[config.mk]
export PLATFORM = sky130hd
export DESIGN_NAME = game_scheduler
export DESIGN_NICKNAME = d
export VERILOG_FILES = /design/src/rtl/game_pkg.sv /design/src/rtl/game_tick_divider.sv /design/src/rtl/game_scheduler.sv
export SDC_FILE = /design/constraint.sdc
export NUM_CORES = 1
export LEC_CHECK = 0
export ABC_CLOCK_PERIOD_IN_PS = 7300
export CAP_MARGIN = 0
export CORE_UTILIZATION = 40
export DETAILED_ROUTE_END_ITERATION = 7
export PLACE_DENSITY = 0.66
export SYNTH_ARGS = -nofsm -noshare
export SYNTH_HDL_FRONTEND = slang
export SYNTH_SLANG_ARGS = --single-unit
[constraint.sdc]
create_clock -name clock -period 7.3 [get_ports clock]
set_clock_uncertainty 0.05 [all_clocks]
set_input_delay 1.46 -clock clock [delete_from_list [all_inputs] [get_ports clock]]
set_output_delay 1.46 -clock clock [all_outputs]
set_load 0.01 [all_outputs]
[src/rtl/game_pkg.sv]
// Shared FSM encoding, building/click limits and arithmetic helpers for game_scheduler.
package game_pkg;

  localparam int NUM_BUILDINGS = 8;
  localparam int MAX_CLICK_LVL = 7;

  localparam logic [1:0] S_IDLE    = 2'd0;
  localparam logic [1:0] S_BUY_CHK = 2'd1;
  localparam logic [1:0] S_UPG_CHK = 2'd2;
  localparam logic [1:0] S_PROD    = 2'd3;

  typedef enum logic [1:0] {
    ST_IDLE    = S_IDLE,
    ST_BUY_CHK = S_BUY_CHK,
    ST_UPG_CHK = S_UPG_CHK,
    ST_PROD    = S_PROD
  } state_e;

  // Helpers work at 64 bits; callers keep BAL_W+CNT_W+7 within that.
  function automatic logic [63:0] price(input logic [2:0] idx, input int unsigned base);
    return 64'(base) << (2 * idx);
  endfunction

  function automatic logic [63:0] sat_add(input logic [63:0] a, input logic [63:0] b,
                                          input int unsigned w);
    logic [63:0] lim;
    logic [63:0] sum;
    lim = (64'd1 << w) - 64'd1;
    sum = a + b;
    return (sum > lim) ? lim : sum;
  endfunction

endpackage

[src/rtl/game_tick_divider.sv]
// Free-running 0..TICK_DIV-1 counter; o_tick is high for the one cycle before each wrap.
module game_tick_divider #(
  parameter int TICK_DIV = 50000000
) (
  input  logic clock,
  input  logic resetn,
  output logic o_tick
);

  localparam int CW = (TICK_DIV > 1) ? $clog2(TICK_DIV) : 1;

  logic [CW-1:0] r_cnt;

  assign o_tick = (r_cnt == CW'(TICK_DIV - 1));

  always_ff @(posedge clock or negedge resetn) begin
    if (!resetn) begin
      r_cnt <= '0;
    end else if (o_tick) begin
      r_cnt <= '0;
    end else begin
      r_cnt <= r_cnt + 1'b1;
    end
  end

endmodule

[src/rtl/game_scheduler.sv]
// Cookie game sequencer: click, buy, upgrade and production share one saturating add/sub unit.
// Define GAME_TOTAL_EARNED_EN to add the total_earned output.
module game_scheduler
  import game_pkg::*;
#(
  parameter int BAL_W      = 32,
  parameter int CNT_W      = 8,
  parameter int TICK_DIV   = 50000000,
  parameter int PRICE_BASE = 10,
  parameter int UPG_BASE   = 50
) (
  input  logic             clock,
  input  logic             resetn,
  input  logic             click,
  input  logic             buy,
  input  logic             one,
  input  logic             two,
  input  logic             three,
  input  logic             four,
  input  logic             five,
  input  logic             six,
  input  logic             seven,
  input  logic             eight,
  input  logic             selection,
  input  logic             upgradeClick,
  output logic [BAL_W-1:0] balance,
  output logic [2:0]       sel_idx,
  output logic [CNT_W-1:0] sel_count,
  output logic [2:0]       click_lvl,
  output logic             buy_ok,
  output logic             buy_fail,
  output logic             busy
`ifdef GAME_TOTAL_EARNED_EN
  ,
  output logic [BAL_W-1:0] total_earned
`endif
);

  localparam int WW = BAL_W + CNT_W + 7;

  state_e           r_state;
  logic [BAL_W-1:0] r_balance;
  logic [CNT_W-1:0] r_count [NUM_BUILDINGS];
  logic [2:0]       r_sel_idx;
  logic [2:0]       r_buy_idx;
  logic [2:0]       r_idx;
  logic [2:0]       r_click_lvl;
  logic             r_click_pend;
  logic             r_buy_pend;
  logic             r_upg_pend;
  logic             r_tick_pend;
  logic             r_buy_ok;
  logic             r_buy_fail;

  logic             w_tick;
  logic [7:0]       w_sel_vec;
  logic [2:0]       w_sel_new;
  logic             w_idle;
  logic             w_clr_tick;
  logic             w_clr_buy;
  logic             w_clr_upg;
  logic             w_clr_click;
  logic [WW-1:0]    w_bal_wide;
  logic [WW-1:0]    w_buy_price;
  logic [WW-1:0]    w_upg_cost;
  logic [WW-1:0]    w_operand;
  logic             w_buy_pass;
  logic             w_upg_pass;
  logic             w_do_op;
  logic             w_op_sub;
  logic [BAL_W-1:0] w_alu_res;

  game_tick_divider #(.TICK_DIV(TICK_DIV)) u_tick (
    .clock  (clock),
    .resetn (resetn),
    .o_tick (w_tick)
  );

  assign w_sel_vec = {eight, seven, six, five, four, three, two, one};

  always_comb begin
    w_sel_new = 3'd0;
    for (int i = NUM_BUILDINGS - 1; i >= 0; i--) begin
      if (w_sel_vec[i]) w_sel_new = 3'(i);
    end
  end

  // Each pending flag is consumed only when it is the highest-priority one in IDLE.
  assign w_idle      = (r_state == ST_IDLE);
  assign w_clr_tick  = w_idle & r_tick_pend;
  assign w_clr_buy   = w_idle & ~r_tick_pend & r_buy_pend;
  assign w_clr_upg   = w_idle & ~r_tick_pend & ~r_buy_pend & r_upg_pend;
  assign w_clr_click = w_idle & ~r_tick_pend & ~r_buy_pend & ~r_upg_pend & r_click_pend;

  assign w_bal_wide  = WW'(r_balance);
  assign w_buy_price = WW'(price(r_buy_idx, PRICE_BASE));
  assign w_upg_cost  = WW'(UPG_BASE) << r_click_lvl;
  assign w_buy_pass  = (w_bal_wide >= w_buy_price) && (r_count[r_buy_idx] != {CNT_W{1'b1}});
  assign w_upg_pass  = (r_click_lvl < 3'(MAX_CLICK_LVL)) && (w_bal_wide >= w_upg_cost);

  always_comb begin
    w_do_op   = 1'b0;
    w_op_sub  = 1'b0;
    w_operand = '0;
    case (r_state)
      ST_IDLE: begin
        if (w_clr_click) begin
          w_do_op   = 1'b1;
          w_operand = WW'(1) << r_click_lvl;
        end
      end
      ST_BUY_CHK: begin
        if (w_buy_pass) begin
          w_do_op   = 1'b1;
          w_op_sub  = 1'b1;
          w_operand = w_buy_price;
        end
      end
      ST_UPG_CHK: begin
        if (w_upg_pass) begin
          w_do_op   = 1'b1;
          w_op_sub  = 1'b1;
          w_operand = w_upg_cost;
        end
      end
      ST_PROD: begin
        w_do_op   = 1'b1;
        w_operand = WW'(r_count[r_idx]) << r_idx;
      end
      default: ;
    endcase
  end

  // Subtraction only follows a passed compare, so the low bits hold the full cost.
  assign w_alu_res = w_op_sub ? (r_balance - w_operand[BAL_W-1:0])
                              : BAL_W'(sat_add(64'(r_balance), 64'(w_operand), BAL_W));

  always_ff @(posedge clock or negedge resetn) begin
    if (!resetn) begin
      r_state      <= ST_IDLE;
      r_balance    <= '0;
      for (int i = 0; i < NUM_BUILDINGS; i++) r_count[i] <= '0;
      r_sel_idx    <= 3'd0;
      r_buy_idx    <= 3'd0;
      r_idx        <= 3'd0;
      r_click_lvl  <= 3'd0;
      r_click_pend <= 1'b0;
      r_buy_pend   <= 1'b0;
      r_upg_pend   <= 1'b0;
      r_tick_pend  <= 1'b0;
      r_buy_ok     <= 1'b0;
      r_buy_fail   <= 1'b0;
    end else begin
      r_buy_ok     <= 1'b0;
      r_buy_fail   <= 1'b0;
      if (w_do_op) r_balance <= w_alu_res;
      if (selection && (|w_sel_vec)) r_sel_idx <= w_sel_new;
      r_click_pend <= (r_click_pend & ~w_clr_click) | click;
      r_buy_pend   <= (r_buy_pend & ~w_clr_buy) | buy;
      r_upg_pend   <= (r_upg_pend & ~w_clr_upg) | upgradeClick;
      r_tick_pend  <= (r_tick_pend & ~w_clr_tick) | w_tick;
      case (r_state)
        ST_IDLE: begin
          if (r_tick_pend) begin
            r_state <= ST_PROD;
            r_idx   <= 3'd0;
          end else if (r_buy_pend) begin
            r_state   <= ST_BUY_CHK;
            r_buy_idx <= r_sel_idx;
          end else if (r_upg_pend) begin
            r_state <= ST_UPG_CHK;
          end
        end
        ST_BUY_CHK: begin
          if (w_buy_pass) begin
            r_count[r_buy_idx] <= r_count[r_buy_idx] + 1'b1;
            r_buy_ok           <= 1'b1;
          end else begin
            r_buy_fail <= 1'b1;
          end
          r_state <= ST_IDLE;
        end
        ST_UPG_CHK: begin
          if (w_upg_pass) r_click_lvl <= r_click_lvl + 3'd1;
          r_state <= ST_IDLE;
        end
        ST_PROD: begin
          r_idx <= r_idx + 3'd1;
          if (r_idx == 3'(NUM_BUILDINGS - 1)) r_state <= ST_IDLE;
        end
        default: r_state <= ST_IDLE;
      endcase
    end
  end

`ifdef GAME_TOTAL_EARNED_EN
  logic [BAL_W-1:0] r_total_earned;

  always_ff @(posedge clock or negedge resetn) begin
    if (!resetn) begin
      r_total_earned <= '0;
    end else if (w_do_op && !w_op_sub) begin
      r_total_earned <= BAL_W'(sat_add(64'(r_total_earned), 64'(w_operand), BAL_W));
    end
  end

  assign total_earned = r_total_earned;
`endif

  assign balance   = r_balance;
  assign sel_idx   = r_sel_idx;
  assign sel_count = r_count[r_sel_idx];
  assign click_lvl = r_click_lvl;
  assign buy_ok    = r_buy_ok;
  assign buy_fail  = r_buy_fail;
  assign busy      = (r_state != ST_IDLE);

endmodule

; After elaboration in Yosys (flattened, before gate mapping)
; Cells that the tools add are included.
[totals]
mem_count = 0
romBits = 0
regBits = 142
in_bits = 14
output_inout_bits = 49
ram_bits = 0
latchBits = 0
[op_classes]
multipliers = 0
div_mod_pow = 0
reduce_logical = 14
n_mux = 42
shifts = 4
n_addsub = 6
n_lt_le_gt_ge = 8
eq_ne = 9
n_bitwise = 25
[ops]
columns = op, n
row1 = 47-bit one-hot mux with 4 select lines, 1
row2 = 47-bit two-way mux, 3
row3 = 32-bit by 47-bit greater-or-equal comparator with 1-bit output, 2
row4 = 8-bit binary-select mux with 3-bit select, 3
row5 = 64-bit bitwise mux, 1
row6 = 32-bit two-way mux, 2
row7 = 8-bit two-way mux, 7
row8 = 32-bit by 47-bit adder with 48-bit output, 1
row9 = "48-bit by 32-bit > comparator with 1-bit output, second input constant", 1
row10 = "1-bit by 3-bit left shift with 47-bit output, first input constant", 1
row11 = "4-bit by 4-bit left shift with 47-bit output, first input constant", 1
row12 = "6-bit by 3-bit left shift with 47-bit output, first input constant", 1
row13 = 8-bit by 3-bit left shift with 47-bit output, 1
row14 = 32-bit subtractor, 1
row15 = 3-bit two-way mux, 9
row16 = "26-bit by 1-bit adder with 26-bit output, second input constant", 1
row17 = "26-bit equality test, second input constant", 1
row18 = 26-bit two-way mux, 1
row19 = 8-bit demux with 3-bit select, 1
row20 = "4-bit greater-or-equal comparator, second input constant", 3
row21 = 3-bit inverter with 4-bit output, 3
row22 = 1-bit AND, 11
row23 = "8-bit by 1-bit adder with 8-bit output, second input constant", 1
row24 = 2-bit two-way mux, 4
row25 = other kinds (23), 47

; Longest topological paths before layout
[depth]
depth_word = 12
mapped_depth = 28
mapped_depth_nobuf = 24

; Hierarchy
; A second synthesis with hierarchy kept.
[hier_totals]
cells_unflattened = 1152
hier_area_um2 = 11318.4
[modules_own_cells]
columns = mod, area_each_um2, cells_per_inst, instances
row1 = game_scheduler, 9980.8, 1018, 1
row2 = game_tick_divider, 1337.5, 134, 1

; Least setup slack after synthesis
; Ideal clock, no wire load.
[synth_path]
path_type = reg-to-reg
startpoint = reg r_buy_idx[2]
endpoint = reg r_balance[25] (netlist: balance[25])
n_path_buf = 5
t_arrival_ns = 5.448
period_less_slack_ns = 5.619
stages_incl_launch_ff = 27
required_ns = 7.129
setup_slack_ns = 1.681
path_cell_list = dfrtp_1 buf_2 buf_2 buf_1 nand2_1 ha_1 nor4bb_1 nor4b_1 a221oi_1 o211ai_1 nand3_1 inv_2 nand2b_1 nand3_1 nand2_1 ha_1 clkbuf_1 or2_2 nor2_1 o41ai_1 a211oi_1 o21ai_1 and2_1 buf_4 nand2_1 o32a_1 o22a_1
[synth_via]
elab_chain_len = 12
word_cells_on_any_way = 18
classes_between = add/sub: 2 / order compare: 2 / eq/ne: 1 / shift: 1 / mux: 10 / bitwise: 1 / reduce/logical: 1
[synth_rtl]
columns = item, line
row1 = start: declaration, game_scheduler.sv:45  ; logic [2:0] r_buy_idx;
row2 = start signal: assignment, game_scheduler.sv:169  ; r_buy_idx <= r_sel_idx;
row3 = "parallel branches: the longest is 12 deep, another holds 32-bit by 47-bit adder with 48-bit output", n/a
row4 = end signal: assignment, game_scheduler.sv:156  ; if (w_do_op) r_balance <= w_alu_res;
row5 = end: declaration, game_scheduler.sv:42  ; logic [BAL_W-1:0] r_balance;
; Parallel ways; which one is timed is not known. The select of a mux whose other input is x is not followed.
; A chain may end at the register's enable or synchronous reset.

; Final worst setup path
[layout_path]
startpoint = reg r_buy_idx[0]
endpoint = reg r_balance[25] (netlist: balance[25])
; The elaborated chain is that of the path after synthesis.

==> summary.txt <==
Cells and area
  • Area delta synth->final: 13.6%
  • Share of layout cells above drive strength 1: 0.159
  • Final Core Density: 0.463
  • Nets@finish: between 1000 and 1500
  • Antenna Cells: 0

Placement
  • Placer congestion estimate: 0.975
  • Port Buffer Count: 62
  • Place WS: roughly 0.69 ns
  • Detailed placement HPWL: 22.8 mm

Synth
  • Sequential area share after synthesis: 0.312
  • Mapped Nets: about 1300
  • Synth Register Bits: between 100 and 150
  • Post-synth EDFFs: 0
  • Post-synthesis area per instance: about 9.4 um2
  • Synth top area cells: dfrtp_1 (31%), ha_1 (8.1%), mux2_2 (7.8%)
  • Commonest cells post-synth: dfrtp_1 (142), nor2_1 (105), nand2_1 (102)
  • Synth Flop Type: dfrtp_1
  • Synth Instances: 1212
  • Yosys warnings: 0
  • Yosys cell types: 80
  • Top cell type's share of synthesized area: 0.312
  • Asr flop ratio synth: 1.00
  • Post-synthesis cell area: ~11000 um2
  • Cell taking the most area after synthesis: dfrtp_1
  • Most frequent cell after synthesis: dfrtp_1

STA
  • TNS Setup: 0 ns
  • Worst-Margin Slew: 1.08 ns
  • Final Hold Fails: 0
  • Fin crit share: 0.922
  • Relative slew margins: 0.278
  • Slack of the critical path: 0.569 ns
  • Fmax achieved: approximately 150 MHz
  • Final min period: 6.73 ns
  • Slew Limit Fails: 0
  • Unrepaired setup endpoints after global routing: no
  • WHS: 0.439 ns
  • Setup-failing EPs final: 0

Floorplan
  • Die height: 171 um
  • Cell row count: ~60
  • I/O Pins: 63
  • Core Area: 27900 um2
  • Die area: 29200 um2
  • Initial Util: 0.408
  • Die W: 171 um

Clocking
  • H-tree Lvls: 4
  • # resized after CTS: 0
  • Clock transition at the registers of the reported paths: 0.07 ns
  • CTS Hold Bufs: 0
  • Root buffer cell: clkbuf_16
  • # Post-CTS Setup Buffers: 0
  • Skew-Pair Late Insertion Delay: 0.44 ns
  • TritonCTS clock tree: done
  • Total CTS buffers: 17
  • Longest Clk Path Bufs: 2
  • Clock sink total: around 140

Critical path
  • Crit path arrival time: 7.01 ns
  • CP max FO: 18
  • Worst EP required: 7.58 ns
  • Worst R2R Path Depth: 23
  • CP Class: flip-flop to flip-flop
  • Critical R2R Launch: r_buy_idx[0]
  • Reg2reg setup slack: 0.57 ns
  • Crit. End Element: flip-flop
  • Worst Setup Start Kind: flip-flop
  • FF-to-FF End: balance[25]

Route
  • ANT nets after route: 0
  • Drt initial violations: 837
  • Drt first pass iters: 5
  • DR WL/cell: around 20 um
  • Routed wire length: 31.9 mm
  • Vias per Instance: 5.92
  • # DRC: 0
  • Vias post-DR: 9683

Global route
  • GR Layer Usage met3: 0.0359
  • First-pass GRT wire length: 52.1 mm
  • Busiest grt layer: met2
  • Total track usage: 0.230
  • Gr ovfl total: 0
  • M1 GR Usage: 0.312
  • Vias in the first global route: approximately 9500
  • Largest net degree at the start of global routing: 80
  • Initial antenna violation count: 0
  • Met2 GRT Util: 0.368

Flow run
  • Max-Cap Viols: 0

Min path
  • Worst hold path type: flip-flop to flip-flop
  • Worst Hold End: u_tick.r_cnt[4]
  • Worst Min Path Start: u_tick.r_cnt[4]
  • Hold depth: 1

Pwr
  • Power Density: 388 nW/um2
  • Max rail drop VDD: 184 uV
  • Leak: approximately 5.3 nW

Outcome
  • Status: completed
## metrics by stage
stage / total power, mW / cells / cell area, um2
after CTS: 5.00 / 1636 / 12900
after global placement: 3.98 / 1604 / 12300
final: 5.02 / 1636 / 12900
after floorplan: 3.17 / 1212 / 11400
after global routing: 5.38 / 1636 / 12900
after detailed placement: 4.03 / 1604 / 12300
## cell families (layout without fill, tap and decap cells)
group / count (synthesis) / in the layout / synth area share
AO/OA/AOI/OAI: 261 / 261 / 0.154
flip-flops: 142 / 142 / 0.312
adder cells (fa/ha/maj): 76 / 76 / 0.0848
AND/OR/NAND/NOR: 405 / 405 / 0.176
multiplexers: 165 / 165 / 0.197
buffers and inverters: 124 / 170 / 0.0462
XOR/XNOR: 39 / 39 / 0.0300
## cell usage in the layout (no fill, tap or decap), types with 5 or more instances in the layout
cell type / count
buf_4: 14
nor3_1: 26
mux4_2: 37
clkbuf_16: 17
a211oi_1: 10
a31oi_1: 16
or3_1: 15
o21ai_0: 53
nor4_1: 6
mux2_2: 79
clkdlybuf4s50_1: 61
nor2b_1: 10
nand2b_1: 18
ha_1: 74
o21ai_1: 8
nor2_1: 105
nand3_1: 49
nor2_2: 9
a32oi_1: 8
mux2i_1: 47
and3_1: 14
and2_1: 10
a221oi_1: 6
o21bai_1: 7
dfrtp_1: 141
a31o_2: 5
inv_6: 5
xnor2_1: 28
nand2_1: 102
o211ai_1: 9
or4_1: 6
o22ai_1: 10
nand4_1: 10
o31ai_1: 9
a21oi_1: 60
xor2_1: 11
or2_2: 6
a21o_1: 14
inv_1: 57
## critical path, stage by stage, from the launching register on
cell and delay [ns]:
dfrtp_1 0.76, inv_1 0.14, ha_1 0.35, nand2_1 0.07
ha_1 0.31, nor4bb_1 0.33, nor4b_1 0.36, a221oi_1 0.16
o211ai_1 0.37, nand3_1 0.22, o21ai_0 0.31, o21a_1 0.15
a21o_1 0.13, ha_1 0.33, a21oi_1 0.24, nor2_1 0.06
o41ai_1 0.52, a211oi_1 0.18, o21ai_1 0.17, buf_4 0.18
and2_1 0.63, nand2_1 0.10, o32a_1 0.33, o22a_1 0.17
## layer usage
metal | part of all wire | up-vias
li1 | - | 4539
met1 | 0.45 | 4754
met2 | 0.47 | 331
met3 | 0.053 | 59
met4 | 0.027 | 0
met5 | 0 | -
## flip-flops by register name, summed over array words and instances (netlist names)
register,flops
r_click_pend,1
r_buy_idx,3
r_count,64
sel_idx,3
r_idx,3
buy_ok,1
click_lvl,3
buy_fail,1
r_state,2
u_tick.r_cnt,26
r_buy_pend,1
r_upg_pend,1
balance,32
r_tick_pend,1
## how the worst max path moves through the flow
stage,from,endpoint,depth (start not counted)
floorplan,r_buy_idx[2],balance[25],26
global placement,r_buy_idx[0],balance[25],23
detailed placement,r_buy_idx[0],balance[25],24
CTS,r_buy_idx[0],balance[25],23
global route,r_buy_idx[0],balance[25],24
finish,r_buy_idx[0],balance[25],23
## layout make-up
type                       instances  area (um2)
inverter                          62         233
fill                            2647       15000
multi-input combinational        946        7320
tap                              378         473
clock buffer                      18         439
timing repair buffer              76         727
sequential                       142        3550
clock inverter                    14         196
## where the power goes
part,total [mW],switching [mW],internal (mW)
clock,0.956,0.395,0.560
sequential,1.36,0.384,0.974
combinational,2.70,1.53,1.17
(Power assumes the default switching activity.)
